**src/rtl/spi_master_core.sv**
```systemverilog
// SPI master shift engine: pops bytes from a show-ahead TX FIFO, shifts them out MSB-first and
// pushes each received byte into the RX FIFO, holding cs_n low across back-to-back bytes.
module spi_master_core #(
  parameter int unsigned DIV_W = 8
) (
  input  logic             clk,
  input  logic             rst,
  input  logic             en,
  input  logic             cpol,
  input  logic             cpha,
  input  logic [DIV_W-1:0] clk_div,
  input  logic             tx_empty,
  input  logic [7:0]       tx_data,
  output logic             tx_rd,
  input  logic             rx_full,
  output logic [7:0]       rx_data,
  output logic             rx_wr,
  output logic             rx_overflow,
  input  logic             ovf_clr,
  output logic             busy,
  output logic             sclk,
  output logic             mosi,
  input  logic             miso,
  output logic             cs_n
);

  typedef enum logic [2:0] {StIdle, StLoad, StShift, StLast, StGap} state_e;

  state_e           state_q;
  logic [DIV_W-1:0] cnt_q;
  logic [DIV_W-1:0] div_q;
  logic             cpol_q;
  logic             cpha_q;
  logic [7:0]       tx_sr_q;
  logic [7:0]       rx_sr_q;
  logic [4:0]       edge_q;
  logic             sclk_q;
  logic             mosi_q;
  logic             cs_n_q;
  logic             tx_rd_q;
  logic             rx_wr_q;
  logic             rx_ovf_q;
  logic             busy_q;
  logic [7:0]       rx_data_q;

  logic       tick;
  logic [4:0] edge_nx;
  logic       sample;
  logic       drive;
  logic       start;
  logic [7:0] rx_byte;

  always_comb begin
    tick    = (cnt_q == div_q);
    edge_nx = edge_q + 5'd1;
    // cpha=0 samples on odd (leading) edges, cpha=1 on even (trailing) edges.
    sample  = edge_nx[0] ^ cpha_q;
    drive   = !sample && (cpha_q || (edge_nx != 5'd16));
    start   = en && !tx_empty;
    // With cpha=1 the last sample lands on edge 16 itself, so fold miso in directly.
    rx_byte = cpha_q ? {rx_sr_q[6:0], miso} : rx_sr_q;
  end

  always_ff @(posedge clk) begin
    if (rst) begin
      state_q   <= StIdle;
      cnt_q     <= '0;
      div_q     <= '0;
      cpol_q    <= 1'b0;
      cpha_q    <= 1'b0;
      tx_sr_q   <= 8'h00;
      rx_sr_q   <= 8'h00;
      edge_q    <= 5'd0;
      sclk_q    <= 1'b0;
      mosi_q    <= 1'b0;
      cs_n_q    <= 1'b1;
      tx_rd_q   <= 1'b0;
      rx_wr_q   <= 1'b0;
      rx_ovf_q  <= 1'b0;
      busy_q    <= 1'b0;
      rx_data_q <= 8'h00;
    end else begin
      tx_rd_q <= 1'b0;
      rx_wr_q <= 1'b0;
      cnt_q   <= tick ? '0 : cnt_q + DIV_W'(1);
      // A same-cycle overflow below overrides this clear.
      if (ovf_clr) rx_ovf_q <= 1'b0;

      unique case (state_q)
        StIdle: begin
          cnt_q  <= '0;
          sclk_q <= cpol;
          cs_n_q <= 1'b1;
          mosi_q <= 1'b0;
          if (start) begin
            tx_rd_q <= 1'b1;
            tx_sr_q <= tx_data;
            cpol_q  <= cpol;
            cpha_q  <= cpha;
            div_q   <= clk_div;
            cs_n_q  <= 1'b0;
            busy_q  <= 1'b1;
            edge_q  <= 5'd0;
            state_q <= StLoad;
            if (!cpha) mosi_q <= tx_data[7];
          end
        end

        StLoad, StShift: begin
          if (tick) begin
            if (state_q == StLoad) state_q <= StShift;
            edge_q <= edge_nx;
            sclk_q <= ~sclk_q;
            if (sample) begin
              rx_sr_q <= {rx_sr_q[6:0], miso};
            end else if (drive) begin
              mosi_q  <= cpha_q ? tx_sr_q[7] : tx_sr_q[6];
              tx_sr_q <= {tx_sr_q[6:0], 1'b0};
            end
            if (edge_nx == 5'd16) begin
              rx_data_q <= rx_byte;
              if (rx_full) rx_ovf_q <= 1'b1;
              else         rx_wr_q  <= 1'b1;
              if (start) begin
                tx_rd_q <= 1'b1;
                tx_sr_q <= tx_data;
                edge_q  <= 5'd0;
                state_q <= StLoad;
                if (!cpha_q) mosi_q <= tx_data[7];
              end else begin
                state_q <= StLast;
              end
            end
          end
        end

        StLast: begin
          if (tick) begin
            cs_n_q  <= 1'b1;
            state_q <= StGap;
          end
        end

        StGap: begin
          if (tick) begin
            busy_q  <= 1'b0;
            state_q <= StIdle;
          end
        end

        default: state_q <= StIdle;
      endcase
    end
  end

  assign tx_rd       = tx_rd_q;
  assign rx_data     = rx_data_q;
  assign rx_wr       = rx_wr_q;
  assign rx_overflow = rx_ovf_q;
  assign busy        = busy_q;
  assign sclk        = sclk_q;
  assign mosi        = mosi_q;
  assign cs_n        = cs_n_q;

endmodule

```
**config.mk**
```make
export PLATFORM = sky130hd
export DESIGN_NAME = spi_master_core
export DESIGN_NICKNAME = d
export VERILOG_FILES = /design/src/rtl/spi_master_core.sv
export SDC_FILE = /design/constraint.sdc
export NUM_CORES = 1
export LEC_CHECK = 0
export ABC_CLOCK_PERIOD_IN_PS = 2900
export BUFFER_PORTS_ARGS = -buffer_cell sky130_fd_sc_hd__buf_2
export CAP_MARGIN = 25
export CORE_AREA = 5 5 80 82
export CTS_CLUSTER_DIAMETER = 100
export DETAILED_ROUTE_END_ITERATION = 12
export DIE_AREA = 0 0 85 87
export GPL_ROUTABILITY_DRIVEN = 0
export PLACE_DENSITY = 0.79
export RECOVER_POWER = 25
export SLEW_MARGIN = 10
export SYNTH_ARGS = -nofsm -noshare
export SYNTH_HDL_FRONTEND = slang
export SYNTH_SLANG_ARGS = --single-unit
```
**constraint.sdc**
```tcl
create_clock -name clk -period 2.9 [get_ports clk]
set_input_delay 0.58 -clock clk [delete_from_list [all_inputs] [get_ports clk]]
set_output_delay 0.58 -clock clk [all_outputs]
set_load 0.01 [all_outputs]
```
# Word-level counts from Yosys, hierarchy flattened
# Cells that the tools add are included.
dict set report op_classes {
  n_addsub 2
  n_eq_ne 12
  n_mux 49
  bitwise 5
  reduce_logical 20
}
# cell count
set ops {}
lappend ops {{two-way mux 8 bit} 7}
lappend ops {{two-way mux 1 bit} 23}
lappend ops {{two-way mux 5 bit} 4}
lappend ops {{two-way mux 3 bit} 6}
lappend ops {{case mux 8 bit (2 select lines)} 1}
lappend ops {{case mux 3 bit (4 select lines)} 1}
lappend ops {{AND reduction 3 bit} 4}
lappend ops {{case mux 1 bit (2 select lines)} 5}
lappend ops {{case mux 5 bit (2 select lines)} 1}
lappend ops {{adder 8 x 1 -> 8 bit (second input constant)} 1}
lappend ops {{equality test 8 bit} 1}
lappend ops {{inequality test 2 bit (second input constant)} 4}
lappend ops {{equality test 3 x 2 -> 1 bit (second input constant)} 2}
lappend ops {{AND reduction 2 bit} 3}
lappend ops {{nonzero test 2 bit} 3}
lappend ops {{adder 5 x 1 -> 5 bit (second input constant)} 1}
lappend ops {{equality test 5 bit (second input constant)} 1}
lappend ops {{inequality test 5 bit (second input constant)} 1}
lappend ops {{AND reduction 5 bit} 1}
lappend ops {{inverter 1 bit} 4}
lappend ops {{OR reduction 4 bit} 1}
lappend ops {{equality test 3 x 1 -> 1 bit (second input constant)} 1}
lappend ops {{equality test 3 bit (second input constant)} 1}
lappend ops {{logical NOT 3 bit} 1}
lappend ops {{8 further kinds} 10}
dict set report word_totals {
  regBits 56
  in_bits 25
  output_inout_bits 15
  wordCells 103
}

# Depth between registers and ports, before layout
dict set report depth {
  depth_word 11
  mapped_depth 7
  ltp_nobuf 6
}

# Worst setup path before layout
# OpenSTA, ideal clock, no wires.
dict set report synth_timing {
  kind {reg2reg}
  from {register edge_q[1]}
  to {register tx_sr_q[1]}
  setup_ns 0.071
  t_arrival_ns 1.821
  setup_slack_ns 1.008
  path_stages_with_launch 7
  n_path_buf 0
  synth_period_minus_slack_ns 1.892
  cell_sequence {dfxtp_1 ha_1 and4bb_1 a41oi_2 o311ai_2 o32ai_4 o2bb2ai_1}
}
dict set report synth_via {
  elab_chain_len 10
}
# element line_no
set synth_rtl {}
lappend synth_rtl {{start, declared} 36} ;# logic [4:0] edge_q;
lappend synth_rtl {{start signal, assigned} 112} ;# edge_q <= edge_nx;
lappend synth_rtl {{adder 5 x 1 -> 5 bit *} 55} ;# edge_nx = edge_q + 5'd1;
lappend synth_rtl {{inequality test 5 bit} 58} ;# drive = !sample && (cpha_q || (edge_nx != 5'd16));
lappend synth_rtl {{logical OR 1 bit} 58}
lappend synth_rtl {{logical AND 1 bit} 58}
lappend synth_rtl {{two-way mux 8 bit} 116} ;# end else if (drive) begin
lappend synth_rtl {{two-way mux 8 bit} 114} ;# if (sample) begin
lappend synth_rtl {{two-way mux 8 bit} 124} ;# if (start) begin
lappend synth_rtl {{two-way mux 8 bit *} 120} ;# if (edge_nx == 5'd16) begin
lappend synth_rtl {{two-way mux 8 bit *} 110} ;# if (tick) begin
lappend synth_rtl {{case mux 8 bit (2 select lines) *} 89} ;# unique case (state_q)
lappend synth_rtl {{end signal, assigned} 97} ;# tx_sr_q <= tx_data;
lappend synth_rtl {{end signal, assigned} 118} ;# tx_sr_q <= {tx_sr_q[6:0], 1'b0};
lappend synth_rtl {{end signal, assigned} 126} ;# tx_sr_q <= tx_data;
lappend synth_rtl {{end, declared} 34} ;# logic [7:0] tx_sr_q;
# Mark *: on every way between the ends. The rest lies on a longest branch, timed or not. The select of a mux whose other input is x is not followed.
# A chain may end at the register's enable or synchronous reset.

# Worst setup path in the final report
dict set report layout_timing {
  from {register edge_q[0]}
  to {register state_q[0]}
}
dict set report layout_via {
  elab_chain_len 5
}
# element line_no
set layout_rtl {}
lappend layout_rtl {{adder 5 x 1 -> 5 bit *} 55}
lappend layout_rtl {{equality test 5 bit *} 120}
lappend layout_rtl {{two-way mux 3 bit} 120}
lappend layout_rtl {{two-way mux 3 bit} 110}
lappend layout_rtl {{case mux 3 bit (4 select lines)} 89}
lappend layout_rtl {{end signal, assigned} 111} ;# if (state_q == StLoad) state_q <= StShift;
lappend layout_rtl {{end signal, assigned} 128} ;# state_q <= StLoad;
lappend layout_rtl {{end signal, assigned} 131} ;# state_q <= StLast;
lappend layout_rtl {{end, declared} 29} ;# state_e state_q;
# Marked as above.

==> flow_summary.ini <==
[setup_path]
worstSetupPathType = reg2reg
r2r-start = edge_q[0]
slowest_delay_ns = 0.68
r2r_cells = 6
crit_path_start = edge_q[0]
worstPathMaxFanout = 22
required_ns = 3.13
worst-path-stages = 6
critPathBufInv = 0
r2r_end = state_q[0]
cp-start-kind = flop
slowest_stage = nor2_2
r2r_slack_ns = 0.49
worstPathArrival_ns = 2.63
worstPathCellList = ha_1 > and4bb_1 > a41oi_2 > nor2_2 > nand4b_1 > a311oi_1
crit_path_end = state_q[0]
end_kind = flop
crit_family = simple AND/OR/NAND/NOR gates

[yosys]
synth-async-reset-ratio_pct = 0
synth-edff-count = 0
yosys_warnings = 0
avgSynthCellArea_um2 = 9.207
ys_ff_latch = 56
synth_cells = 307
syn_nets = 335
syn_area_mm2 = 0.002826
synth_cell_types = 58
synth_ff_type = dfxtp_1
ys_seq_area_share_pct = 39.66

[sta]
finalHoldWorstSlack_ns = 0.4358
slew_violations = 0
finalSetupViolCount = 0
worst_slew_pin_slew_ns = 0.7686
setup_tns_ns = 0
fin_worst_skew_ns = 0.01261
fin_crit_ns = 2.405
relSlewSlack_pct = 48.70
period_share_pct = 82.94
rsz0062_at_grt = no
max_freq_mhz = 415.8
timing.final.ws_setup_ns = 0.4949
hold_viol = 0

[drt]
dr.pass1.iters = 4
drc = 0
drt-initial-drc-count = 196
routed_wl_mm = 6.364
vias_per_cell = 5.831
wl_per_cell_um = 15.37
ant_nets = 0
vias = 2414

[pwr]
internal-power_mw = 1.176
leakagePower_nw = 1.095
p_switching_mw = 0.4371
cellPowerDensity_mw_per_mm2 = 511.8
p_clk_share_pct = 33.3
seqPwrFrac_pct = 51.2
p_comb_share_pct = 15.5
power.total_mw = 1.613
peakVddDrop_mv = 0.2400
switching_share_pct = 27.10

[clocking]
clockBufferDepth = 2
post-cts-setup-buffer-count = 0
postCtsHoldBufs = 0
path_clk_slew_ns = 0.10
clock_latency_ns = 0.31
htree_levels = 2
cts_sinks = 56
cts_resized = 0
clock-root-buffer = clkbuf_8
cts_buffers = 5
cts_tree = yes

[placed_design]
io_buffers = 39
place_inst = 406
place_ws_ns = 0.5249
hpwl_mm = 4.561
place_area_mm2 = 0.003053

[die]
core-area_mm2 = 0.005675
io_pins = 40
initial_utilization_pct = 49.80
die-area_mm2 = 0.007395
row_count = 28
fp.dieH_um = 87
die_x_um = 85

[layout]
final_cells = 414
antennaDiodeCount = 0
nets = 366
drive_above_1_share_pct = 15.63
fin_area_mm2 = 0.003152
areaGrowthSynthToFinish_pct = 11.51
fin_util_pct = 55.53

[outcome]
status = finished clean

[grt]
grt_pass1_vias = 2324
grt-ovfl-total = 0
antenna_found_initial = 0
grtUsageTotal_pct = 17.90
grt_first_pass_wirelength_mm = 10.78
grt_start_max_net_pins = 40

[job]
cap_violations = 0

[min_path]
hold_class = in2reg
whs_path_depth = 2
==> area by class of cell <==
type,instances,area (µm²)
clock buffer,6,82.58
clock inverter,2,38.79
fill,539,2524
inverter,4,15.01
multi-input combinational,228,1598
sequential,56,1121
tap,75,93.84
timing repair buffer,43,202.7
==> logic make-up after synthesis <==
logic type	Yosys count	synth area share (%)
xor gates and xnor gates	19	6.685
DFF	56	39.66
muxes	17	6.020
adders and majority gates	3	1.328
and+or+nand+nor	104	19.66
AOI/OAI and AO/OA	85	22.84
buffers and inverters	23	3.807
==> layout by cell type, fill, tap and decap left out, types with 10 or more instances in the layout <==
cell	n
clkbuf_1	16
a21oi_1	27
nor2_1	23
mux2i_1	17
a311oi_1	13
xnor2_1	13
dfxtp_1	56
nand2_1	33
o21ai_0	10
buf_2	24
==> per-layer routing <==
metal	vias up	global-route usage, %	routed length [µm]
li1	1197	-	-
met1	1153	22.56	2819
met2	55	30.44	3185
met3	9	3.311	279
met4	0	6.763	80
met5	-	0	0
==> power groups by stage <==
stage               Clock, mW  Combinational [mW]  Sequential [mW]
floorplan                   0               0.187            0.836
global placement            0               0.245            0.842
detailed placement          0               0.252            0.843
CTS                     0.554               0.253            0.825
global route            0.579               0.275            0.831
finish                  0.537               0.250            0.826
==> synth_stat cells (2+ instances only) <==
cell / number / area [µm²]
and4_1: 2 / 17.52
nand4b_1: 2 / 17.52
o2bb2ai_1: 8 / 70.07
buf_4: 2 / 15.01
nor3_1: 6 / 30.03
a22oi_1: 5 / 37.54
a21oi_1: 27 / 135.1
nand2b_1: 4 / 25.02
a221oi_1: 3 / 26.28
xor2_2: 2 / 32.53
nand3_1: 8 / 40.04
ha_1: 3 / 37.54
nor2_4: 2 / 22.52
xor2_1: 3 / 26.28
o21ai_0: 10 / 50.05
mux2i_1: 17 / 170.2
nor2_1: 23 / 86.33
nor2b_1: 2 / 12.51
o21ai_1: 2 / 10.01
inv_1: 4 / 15.01
nand4_1: 4 / 25.02
a311oi_1: 13 / 113.9
xnor2_1: 13 / 113.9
or2_1: 2 / 12.51
clkbuf_1: 11 / 41.29
buf_2: 5 / 25.02
a31oi_1: 3 / 18.77
nand2_1: 33 / 123.9
or3_1: 3 / 18.77
o31ai_1: 2 / 15.01
dfxtp_1: 56 / 1121
==> worst min-delay path by stage <==
stage | from | end | slack [ns]
2_1_floorplan | tx_sr_q[7] | tx_sr_q[7] | 0.43
3_3_place_gp | tx_sr_q[4] | tx_sr_q[4] | 0.45
3_5_place_dp | tx_sr_q[5] | tx_sr_q[5] | 0.45
4_1_cts | rx_full | rx_wr | 0.42
5_1_grt | rx_full | rx_wr | 0.45
6_report | rx_full | rx_wr | 0.44
==> flip-flops by register name, summed over array words and instances (netlist names) <==
name,flops
mosi,1
tx_sr_q,8
rx_sr_q,8
state_q,3
sclk,1
cnt_q,8
busy,1
tx_rd,1
cpha_q,1
edge_q,5
rx_wr,1
cs_n,1
rx_data,8
div_q,8
rx_overflow,1
Note: power is estimated with default switching activity, not from simulation.
